**config.mk**
```make
export PLATFORM = sky130hd
export DESIGN_NAME = player_motion_controller
export DESIGN_NICKNAME = d
export VERILOG_FILES = /design/src/rtl/player_motion_controller.sv
export SDC_FILE = /design/constraint.sdc
export NUM_CORES = 1
export LEC_CHECK = 0
export CORE_MARGIN = 1.5
export CORE_UTILIZATION = 43
export CTS_CLUSTER_DIAMETER = 40
export DETAILED_ROUTE_END_ITERATION = 16
export GPL_ROUTABILITY_DRIVEN = 0
export PLACE_DENSITY_LB_ADDON = 0.25
export SETUP_SLACK_MARGIN = 0.3
export SLEW_MARGIN = 20
export SYNTH_ARGS = -nofsm -noshare
export SYNTH_HDL_FRONTEND = slang
export SYNTH_SLANG_ARGS = --single-unit
```
**constraint.sdc**
```tcl
create_clock -name clock -period 3.5 [get_ports clock]
set_input_delay 0.875 -clock clock [delete_from_list [all_inputs] [get_ports clock]]
set_output_delay 0.875 -clock clock [all_outputs]
set_load 0.02 [all_outputs]
```
**src/rtl/player_motion_controller.sv**
```systemverilog
// player_motion_controller: per-frame player state updater.
// Applies a rate-limited turn and a signed direction-vector step, and validates
// each candidate position against the map through a cell-lookup handshake.
// Build option: define PLAYER_SLIDE_EN for per-axis checks (wall sliding);
// when undefined, a single combined lookup accepts both axes or neither.
module player_motion_controller #(
  parameter int X_W       = 14,
  parameter int Y_W       = 13,
  parameter int ANG_W     = 8,
  parameter int TURN_STEP = 10,
  parameter int TICK_W    = 20
) (
  input  logic             clock,
  input  logic             reset,
  input  logic             start,
  output logic             busy,
  output logic             done,
  input  logic             turn_right,
  input  logic             turn_left,
  input  logic             move_fwd,
  input  logic             move_back,
  input  logic [X_W-1:0]   cur_pos_x,
  input  logic [Y_W-1:0]   cur_pos_y,
  input  logic [ANG_W-1:0] cur_angle,
  input  logic [X_W:0]     dir_x,
  input  logic [Y_W:0]     dir_y,
  output logic             query_valid,
  output logic [X_W-1:0]   query_x,
  output logic [Y_W-1:0]   query_y,
  input  logic             cell_valid,
  input  logic [2:0]       cell_type,
  output logic [X_W-1:0]   next_pos_x,
  output logic [Y_W-1:0]   next_pos_y,
  output logic [ANG_W-1:0] next_angle
);

  localparam logic [ANG_W-1:0] TURN_INC = ANG_W'(TURN_STEP);

  typedef enum logic [2:0] {
    S_IDLE,
    S_TURN,
    S_QUERY_X,
    S_WAIT_X,
    S_QUERY_Y,
    S_WAIT_Y,
    S_COMMIT,
    S_DONE
  } state_t;

  state_t            state;
  logic [TICK_W-1:0] tick;

  logic [ANG_W-1:0]  ang_w;
  logic [X_W-1:0]    cand_x_w;
  logic [Y_W-1:0]    cand_y_w;
  logic              x_in_w;
  logic              y_in_w;
  logic [X_W-1:0]    acc_x_w;
  logic [Y_W-1:0]    acc_y_w;

  logic [X_W+1:0]    step_x;
  logic [Y_W+1:0]    step_y;
  logic [X_W+1:0]    cand_x_c;
  logic [Y_W+1:0]    cand_y_c;
  logic [ANG_W-1:0]  turned_c;
  logic              move_c;

  // Candidate position and turned angle from the live inputs, captured in TURN.
  // Candidates carry two extra bits so any value outside [0, 2^W) shows up as
  // a nonzero top pair, covering both negative results and overflow.
  always_comb begin
    step_x   = {dir_x[X_W], dir_x};
    step_y   = {dir_y[Y_W], dir_y};
    cand_x_c = {2'b00, cur_pos_x} + step_x;
    cand_y_c = {2'b00, cur_pos_y} + step_y;
    if (move_back) begin
      cand_x_c = {2'b00, cur_pos_x} - step_x;
      cand_y_c = {2'b00, cur_pos_y} - step_y;
    end
    move_c   = move_fwd ^ move_back;
    turned_c = cur_angle;
    if (turn_right && !turn_left) begin
      turned_c = cur_angle + TURN_INC;
    end else if (turn_left && !turn_right) begin
      turned_c = cur_angle - TURN_INC;
    end
  end

  // Update sequencer: launch gating, lookup handshake and commit.
  always_ff @(posedge clock) begin
    if (reset) begin
      state       <= S_IDLE;
      tick        <= '0;
      busy        <= 1'b0;
      done        <= 1'b0;
      query_valid <= 1'b0;
      query_x     <= '0;
      query_y     <= '0;
      next_pos_x  <= cur_pos_x;
      next_pos_y  <= cur_pos_y;
      next_angle  <= cur_angle;
      ang_w       <= '0;
      cand_x_w    <= '0;
      cand_y_w    <= '0;
      x_in_w      <= 1'b0;
      y_in_w      <= 1'b0;
      acc_x_w     <= '0;
      acc_y_w     <= '0;
    end else begin
      tick <= tick + 1'b1;
      done <= 1'b0;
      case (state)
        S_IDLE: begin
          if (start && (tick == '0)) begin
            state <= S_TURN;
            busy  <= 1'b1;
          end
        end
        S_TURN: begin
          ang_w    <= turned_c;
          cand_x_w <= cand_x_c[X_W-1:0];
          cand_y_w <= cand_y_c[Y_W-1:0];
          x_in_w   <= (cand_x_c[X_W+1:X_W] == 2'b00);
          y_in_w   <= (cand_y_c[Y_W+1:Y_W] == 2'b00);
          acc_x_w  <= cur_pos_x;
          acc_y_w  <= cur_pos_y;
          state    <= move_c ? S_QUERY_X : S_COMMIT;
        end
`ifdef PLAYER_SLIDE_EN
        S_QUERY_X: begin
          if (x_in_w) begin
            query_valid <= 1'b1;
            query_x     <= cand_x_w;
            query_y     <= acc_y_w;
            state       <= S_WAIT_X;
          end else begin
            state <= S_QUERY_Y;
          end
        end
        S_WAIT_X: begin
          if (cell_valid) begin
            query_valid <= 1'b0;
            if (cell_type == 3'd0) begin
              acc_x_w <= cand_x_w;
            end
            state <= S_QUERY_Y;
          end
        end
`else
        S_QUERY_X: begin
          if (x_in_w && y_in_w) begin
            query_valid <= 1'b1;
            query_x     <= cand_x_w;
            query_y     <= cand_y_w;
            state       <= S_WAIT_X;
          end else begin
            state <= S_COMMIT;
          end
        end
        S_WAIT_X: begin
          if (cell_valid) begin
            query_valid <= 1'b0;
            if (cell_type == 3'd0) begin
              acc_x_w <= cand_x_w;
              acc_y_w <= cand_y_w;
            end
            state <= S_COMMIT;
          end
        end
`endif
        S_QUERY_Y: begin
          if (y_in_w) begin
            query_valid <= 1'b1;
            query_x     <= acc_x_w;
            query_y     <= cand_y_w;
            state       <= S_WAIT_Y;
          end else begin
            state <= S_COMMIT;
          end
        end
        S_WAIT_Y: begin
          if (cell_valid) begin
            query_valid <= 1'b0;
            if (cell_type == 3'd0) begin
              acc_y_w <= cand_y_w;
            end
            state <= S_COMMIT;
          end
        end
        S_COMMIT: begin
          next_angle <= ang_w;
          next_pos_x <= acc_x_w;
          next_pos_y <= acc_y_w;
          done       <= 1'b1;
          state      <= S_DONE;
        end
        S_DONE: begin
          busy  <= 1'b0;
          state <= S_IDLE;
        end
        default: begin
          busy  <= 1'b0;
          state <= S_IDLE;
        end
      endcase
    end
  end

endmodule

```
==> results of run 1 <==
## cell type report
cell class	count	area [sq um]	share of cell area
Timing Repair Buffer	259	2300	0.199
Sequential cell	152	3390	0.294
Clock inverter	9	63.8	0.00553
Tap cell	260	325	0.0282
Multi-Input combinational cell	686	4870	0.422
Clock buffer	23	500	0.0433
Inverter	24	90.1	0.00780
## flip-flops by register name, indices dropped and copies added (netlist names)
name	flops
x_in_w	1
next_angle	8
cand_x_w	14
cand_y_w	13
done	1
acc_x_w	14
query_y	13
state	3
y_in_w	1
acc_y_w	13
query_x	14
ang_w	8
query_valid	1
busy	1
next_pos_x	14
next_pos_y	13
tick	20
## power by group
| group | internal, mW | switching (mW) | total, mW |
|---|---|---|---|
| combinational | 1.02 | 1.17 | 2.19 |
| clock | 1.01 | 0.757 | 1.77 |
| sequential | 2.16 | 0.241 | 2.40 |
## critical path: cells and delay by family
kind                       cells  cell delay [ns]
and+or+nand+nor                4             1.03
xor gates and xnor gates       1             0.13
muxes                          1             0.20
AOI/OAI and AO/OA              4             0.57
buffers and inverters          3             0.42
adders and majority gates      1             0.35
## timing repair
action,CTS,global route
setup endpoints to repair,12,9
pin swaps,35,43
cloned,0,0
resized for setup,59,48
setup buffers,6,9
## cell usage after synthesis (23+ instances only)
cell type,count
nand2_1,85
edfxtp_1,35
inv_1,23
mux2i_1,43
xnor2_1,46
a21oi_1,65
a211oi_1,36
nor2_1,125
mux2_2,37
clkbuf_1,29
dfxtp_1,117
ha_1,33
nand3_1,30
## logic make-up after synthesis
group / after synthesis / share of synthesized area
and+or+nand+nor: 323 / 0.183
AOI/OAI and AO/OA: 186 / 0.149
DFF: 152 / 0.408
muxes: 81 / 0.103
buffers and inverters: 70 / 0.0367
xor gates and xnor gates: 61 / 0.0652
adders and majority gates: 35 / 0.0545
## per-layer routing
metal,up-vias,part of all wire,wire length (um)
li1,3736,-,-
met5,-,0,0
met2,177,0.47,10500
met1,3499,0.46,10300
met4,0,0.021,469
met3,35,0.046,1020
## worst max-delay path by stage
stage              from  cells after the start  endpoint
6_report       dir_x[4]                     14    x_in_w
5_1_grt        dir_x[4]                     14    x_in_w
4_1_cts        dir_x[3]                     12    x_in_w
3_5_place_dp   dir_x[8]                     13    x_in_w
3_3_place_gp   dir_x[7]                     12    x_in_w
2_1_floorplan  dir_x[2]                     11    x_in_w
==> results.json, run 1 <==
{
  "syn2layout_area_growth_pct": 38.9,
  "worst_clock_skew_ns": 0.00810,
  "clockBufferDepth": 2,
  "synth_area_per_cell_sq_um": 9.15,
  "die_area_sq_um": 20200,
  "power_leakage_nw": 4.55,
  "clock-sinks": 152,
  "hpwl_mm": 15.2,
  "hold_path_end": "ang_w[0]",
  "synth_area_sq_um": 8310,
  "met1_usage": 0.289,
  "fin_ws_ns": 0.258,
  "cts_buffers": 17,
  "clkLatencyLatePin_ns": 0.42,
  "cp_cell_sequence": "buf_6 -> or3_4 -> buf_6 -> nor4_4 -> buf_4 -> a21oi_2 -> xnor2_1 -> ha_1 -> a21oi_2 -> o21ai_2 -> nor4b_2 -> mux2_4 -> nand2_2 -> a311oi_2",
  "ant_nets": 0,
  "power_mw": 6.36,
  "min_delay_path_depth": 2,
  "met2_usage": 0.366,
  "grt_util_met3": 0.0451,
  "drc": 0,
  "placed_cells": 1366,
  "yosysTopAreaCell": "dfxtp_1",
  "ff2ff_path_depth": 4,
  "antenna_found_initial": 0,
  "die_h_um": 142,
  "cts_root_buffer": "clkbuf_16",
  "ir_drop_uv": 401,
  "drt-vias-per-instance": 5.27,
  "final.fill_count": 1616,
  "core_sq_um": 18800,
  "grt.busiest_layer": "met2",
  "grt_pass1_wl_mm": 35.4,
  "synth_edf_count": 35,
  "mostFrequentLayoutCells": "nor2_1, dfxtp_1, clkdlybuf4s50_1, buf_4, nand2_1",
  "period_share": 0.926,
  "post_dp_cell_area_sq_um": 10700,
  "grt_max_degree": 125,
  "finalSetupTns_ns": 0,
  "wl_per_cell_um": 15.8,
  "layout-drive-gt1-share": 0.231,
  "finalInstanceArea_sq_um": 11500,
  "cts_tree": "yes",
  "rows": 50,
  "start_util": 0.441,
  "hp-start": "ang_w[0]",
  "crit_type": "in2reg",
  "yosys.cell_types.count": 66,
  "synth_async_sr_flop_share": 0,
  "rsz0062_at_grt": "yes",
  "critPathSlowestCell": "or3_4",
  "required_ns": 3.83,
  "routed_wl_mm": 22.3,
  "maxCapViolCount": 0,
  "endpoint_kind": "register",
  "tightestPinTransition_ns": 1.05,
  "num_vias": 7447,
  "ys_warn_count": 0,
  "fin_cells": 1413,
  "dp_slack_ns": -0.479,
  "grt_pass1_vias": 7121,
  "overflow": 0,
  "grtUsageTotal": 0.222,
  "fmax_ghz": 0.308,
  "hold_viol_final": 0,
  "synth_nets": 1018,
  "pin_count": 140,
  "diodes": 0,
  "rr_startpoint": "state[0]",
  "path_clk_slew_ns": 0.07,
  "power_per_cell_area_nw_per_um2": 551,
  "drtIter0Drc": 477,
  "numPortBuffers": 139,
  "worst_setup_path_start_kind": "input port",
  "synthFlopType": "dfxtp_1",
  "synth_area_leaders": "dfxtp_1, edfxtp_1, nor2_1",
  "worst_hold_slack_ns": 0.453,
  "yosysSeqAreaShare": 0.408,
  "min_period_ns": 3.24,
  "firstDrtPassIters": 5,
  "crit_arrival_ns": 3.58,
  "synth_cells": 908,
  "die_w_um": 142,
  "cts_hold_buf": 0,
  "final_common_cell": "nor2_1",
  "htree_levels": 4,
  "r2r_slack_ns": 1.04,
  "path_max_fanout": 3,
  "cpPeakStageDelay_ns": 0.42,
  "slew_viol_final": 0,
  "synth_top_area_share": 0.282,
  "holdCritPathClass": "reg2reg",
  "final_nets": 1250,
  "max_slew_margin": 0.297,
  "r2r_end": "acc_x_w[8]",
  "synth_seq_cells": 152,
  "setup_viol": 0,
  "status": "finished clean",
  "postLayoutCoreUtil": 0.613
}
(Power assumes the default switching activity.)
==> inputs of run 2 (changes only) <==
--- a/config.mk
+++ b/config.mk
@@ -6,7 +6,7 @@
 export NUM_CORES = 1
 export LEC_CHECK = 0
 export CORE_MARGIN = 1.5
-export CORE_UTILIZATION = 43
+export CORE_UTILIZATION = 49
 export CTS_CLUSTER_DIAMETER = 40
 export DETAILED_ROUTE_END_ITERATION = 16
 export GPL_ROUTABILITY_DRIVEN = 0
==> results.json, run 2 (synthesized netlist as in run 1, its figures left out) <==
{
  "hp-start": "ang_w[1]",
  "crit_type": "in2reg",
  "postLayoutCoreUtil": 0.698,
  "hold_viol_final": 0,
  "maxCapViolCount": 0,
  "grt_pass1_wl_mm": 35.4,
  "rsz0062_at_grt": "yes",
  "start_util": 0.501,
  "grt_pass1_vias": 7242,
  "fin_ws_ns": 0.278,
  "overflow": 0,
  "firstDrtPassIters": 5,
  "clkLatencyLatePin_ns": 0.42,
  "cts_buffers": 17,
  "core_sq_um": 16600,
  "max_slew_margin": 0.306,
  "worst_setup_path_start_kind": "input port",
  "ant_nets": 0,
  "clock-sinks": 152,
  "die_h_um": 133,
  "slew_viol_final": 0,
  "status": "finished clean",
  "switching_share": 0.329,
  "critPathSlowestCell": "or3_4",
  "drc": 0,
  "seq_power_share": 0.369,
  "rows": 47,
  "syn2layout_area_growth_pct": 39.4,
  "wl_per_cell_um": 16.4,
  "num_vias": 7533,
  "numPortBuffers": 139,
  "final_common_cell": "nor2_1",
  "drt-vias-per-instance": 5.48,
  "grt_max_degree": 158,
  "cts_tree": "yes",
  "final_nets": 1251,
  "die_w_um": 133,
  "pwr-share-comb": 0.343,
  "p_int_mw": 4.38,
  "crit_top_cell": "a21oi_2",
  "cts_hold_buf": 0,
  "dp_slack_ns": -0.463,
  "power_leakage_nw": 4.53,
  "period_share": 0.921,
  "power_mw": 6.53,
  "path_clk_slew_ns": 0.06,
  "ir_drop_uv": 384,
  "path_max_fanout": 3,
  "antenna_found_initial": 0,
  "holdCritPathClass": "reg2reg",
  "cp_cell_sequence": "buf_6 -> or3_4 -> o21a_1 -> xnor2_1 -> ha_1 -> or2_1 -> a21oi_2 -> a21oi_2 -> a221oi_4 -> and3b_4 -> a211o_4 -> a311oi_2",
  "startpoint": "dir_x[3]",
  "grtUsageTotal": 0.247,
  "clockPowerShare": 0.288,
  "hpwl_mm": 14.7,
  "worst_clock_skew_ns": 0.00446,
  "largest_reg_flops": 20,
  "cts_root_buffer": "clkbuf_16",
  "drtIter0Drc": 512,
  "pin_count": 140,
  "worst_hold_slack_ns": 0.451,
  "mostFrequentLayoutCells": "nor2_1, clkdlybuf4s50_1, dfxtp_1",
  "power.switching_mw": 2.15,
  "required_ns": 3.83,
  "routed_wl_mm": 22.6,
  "tightestPinTransition_ns": 1.04,
  "min_period_ns": 3.22,
  "crit_arrival_ns": 3.55,
  "fmax_ghz": 0.310,
  "clockBufferDepth": 2,
  "setup_viol": 0,
  "rr_startpoint": "state[0]",
  "diodes": 0,
  "cpPeakStageDelay_ns": 0.41,
  "endpoint_kind": "register",
  "die_area_sq_um": 17800,
  "layout-drive-gt1-share": 0.231,
  "regMostFlops": "tick",
  "power_per_cell_area_nw_per_um2": 564,
  "htree_levels": 4
}
[run 2: critical path, delay by kind of cell]
| family | cells | cell delay, ns |
|---|---|---|
| buffers and inverters | 1 | 0.09 |
| adders and majority gates | 1 | 0.28 |
| AOI/OAI and AO/OA | 6 | 1.19 |
| and+or+nand+nor | 3 | 0.90 |
| xor gates and xnor gates | 1 | 0.21 |
[run 2: final timing paths]
kind,end,slack [ns],cells past startpoint
max,x_in_w,0.28,12
min,ang_w[1],0.45,2
max reg2reg,acc_x_w[8],0.91,4
min reg2reg,ang_w[1],0.45,2
[run 2: area by class of cell]
| cell class | instances | area, sq um |
|---|---|---|
| clock buffers | 24 | 483 |
| clock inverters | 8 | 119 |
| well taps | 220 | 275 |
| flip-flops and latches | 152 | 3390 |
| inverters | 24 | 90.1 |
| multi-input cells | 686 | 4910 |
| repair buffers | 260 | 2320 |
| fillers | 1252 | 5000 |
[run 2: metal layers]
layer	share of wire	GRT usage	routed length (um)
met1	0.44	0.319	9980
met2	0.49	0.413	11100
met3	0.045	0.0476	1010
met4	0.022	0.0882	486
met5	0	0	0
[run 2: what timing repair did]
item / CTS / global route
endpoints found under the setup margin: 10 / 10
pin swaps: 32 / 49
setup buffers: 16 / 10
resized for setup: 66 / 50
[run 2: power by group through the flow]
stage | Combinational [mW] | Clock [mW] | Sequential [mW]
after floorplan | 1.22 | 0 | 2.47
after global placement | 2.03 | 0 | 2.43
after detailed placement | 2.08 | 0 | 2.44
after CTS | 2.14 | 1.90 | 2.41
after global routing | 2.43 | 1.97 | 2.46
final | 2.24 | 1.88 | 2.41
[run 2: per-stage QoR]
step / area, sq um / std cells / TNS [ns]
floorplan: 8340 / 908 / 0
global placement: 10500 / 1316 / -2.54
detailed placement: 10500 / 1316 / -3.44
CTS: 11300 / 1364 / 0
global route: 11600 / 1374 / 0
finish: 11600 / 1374 / 0
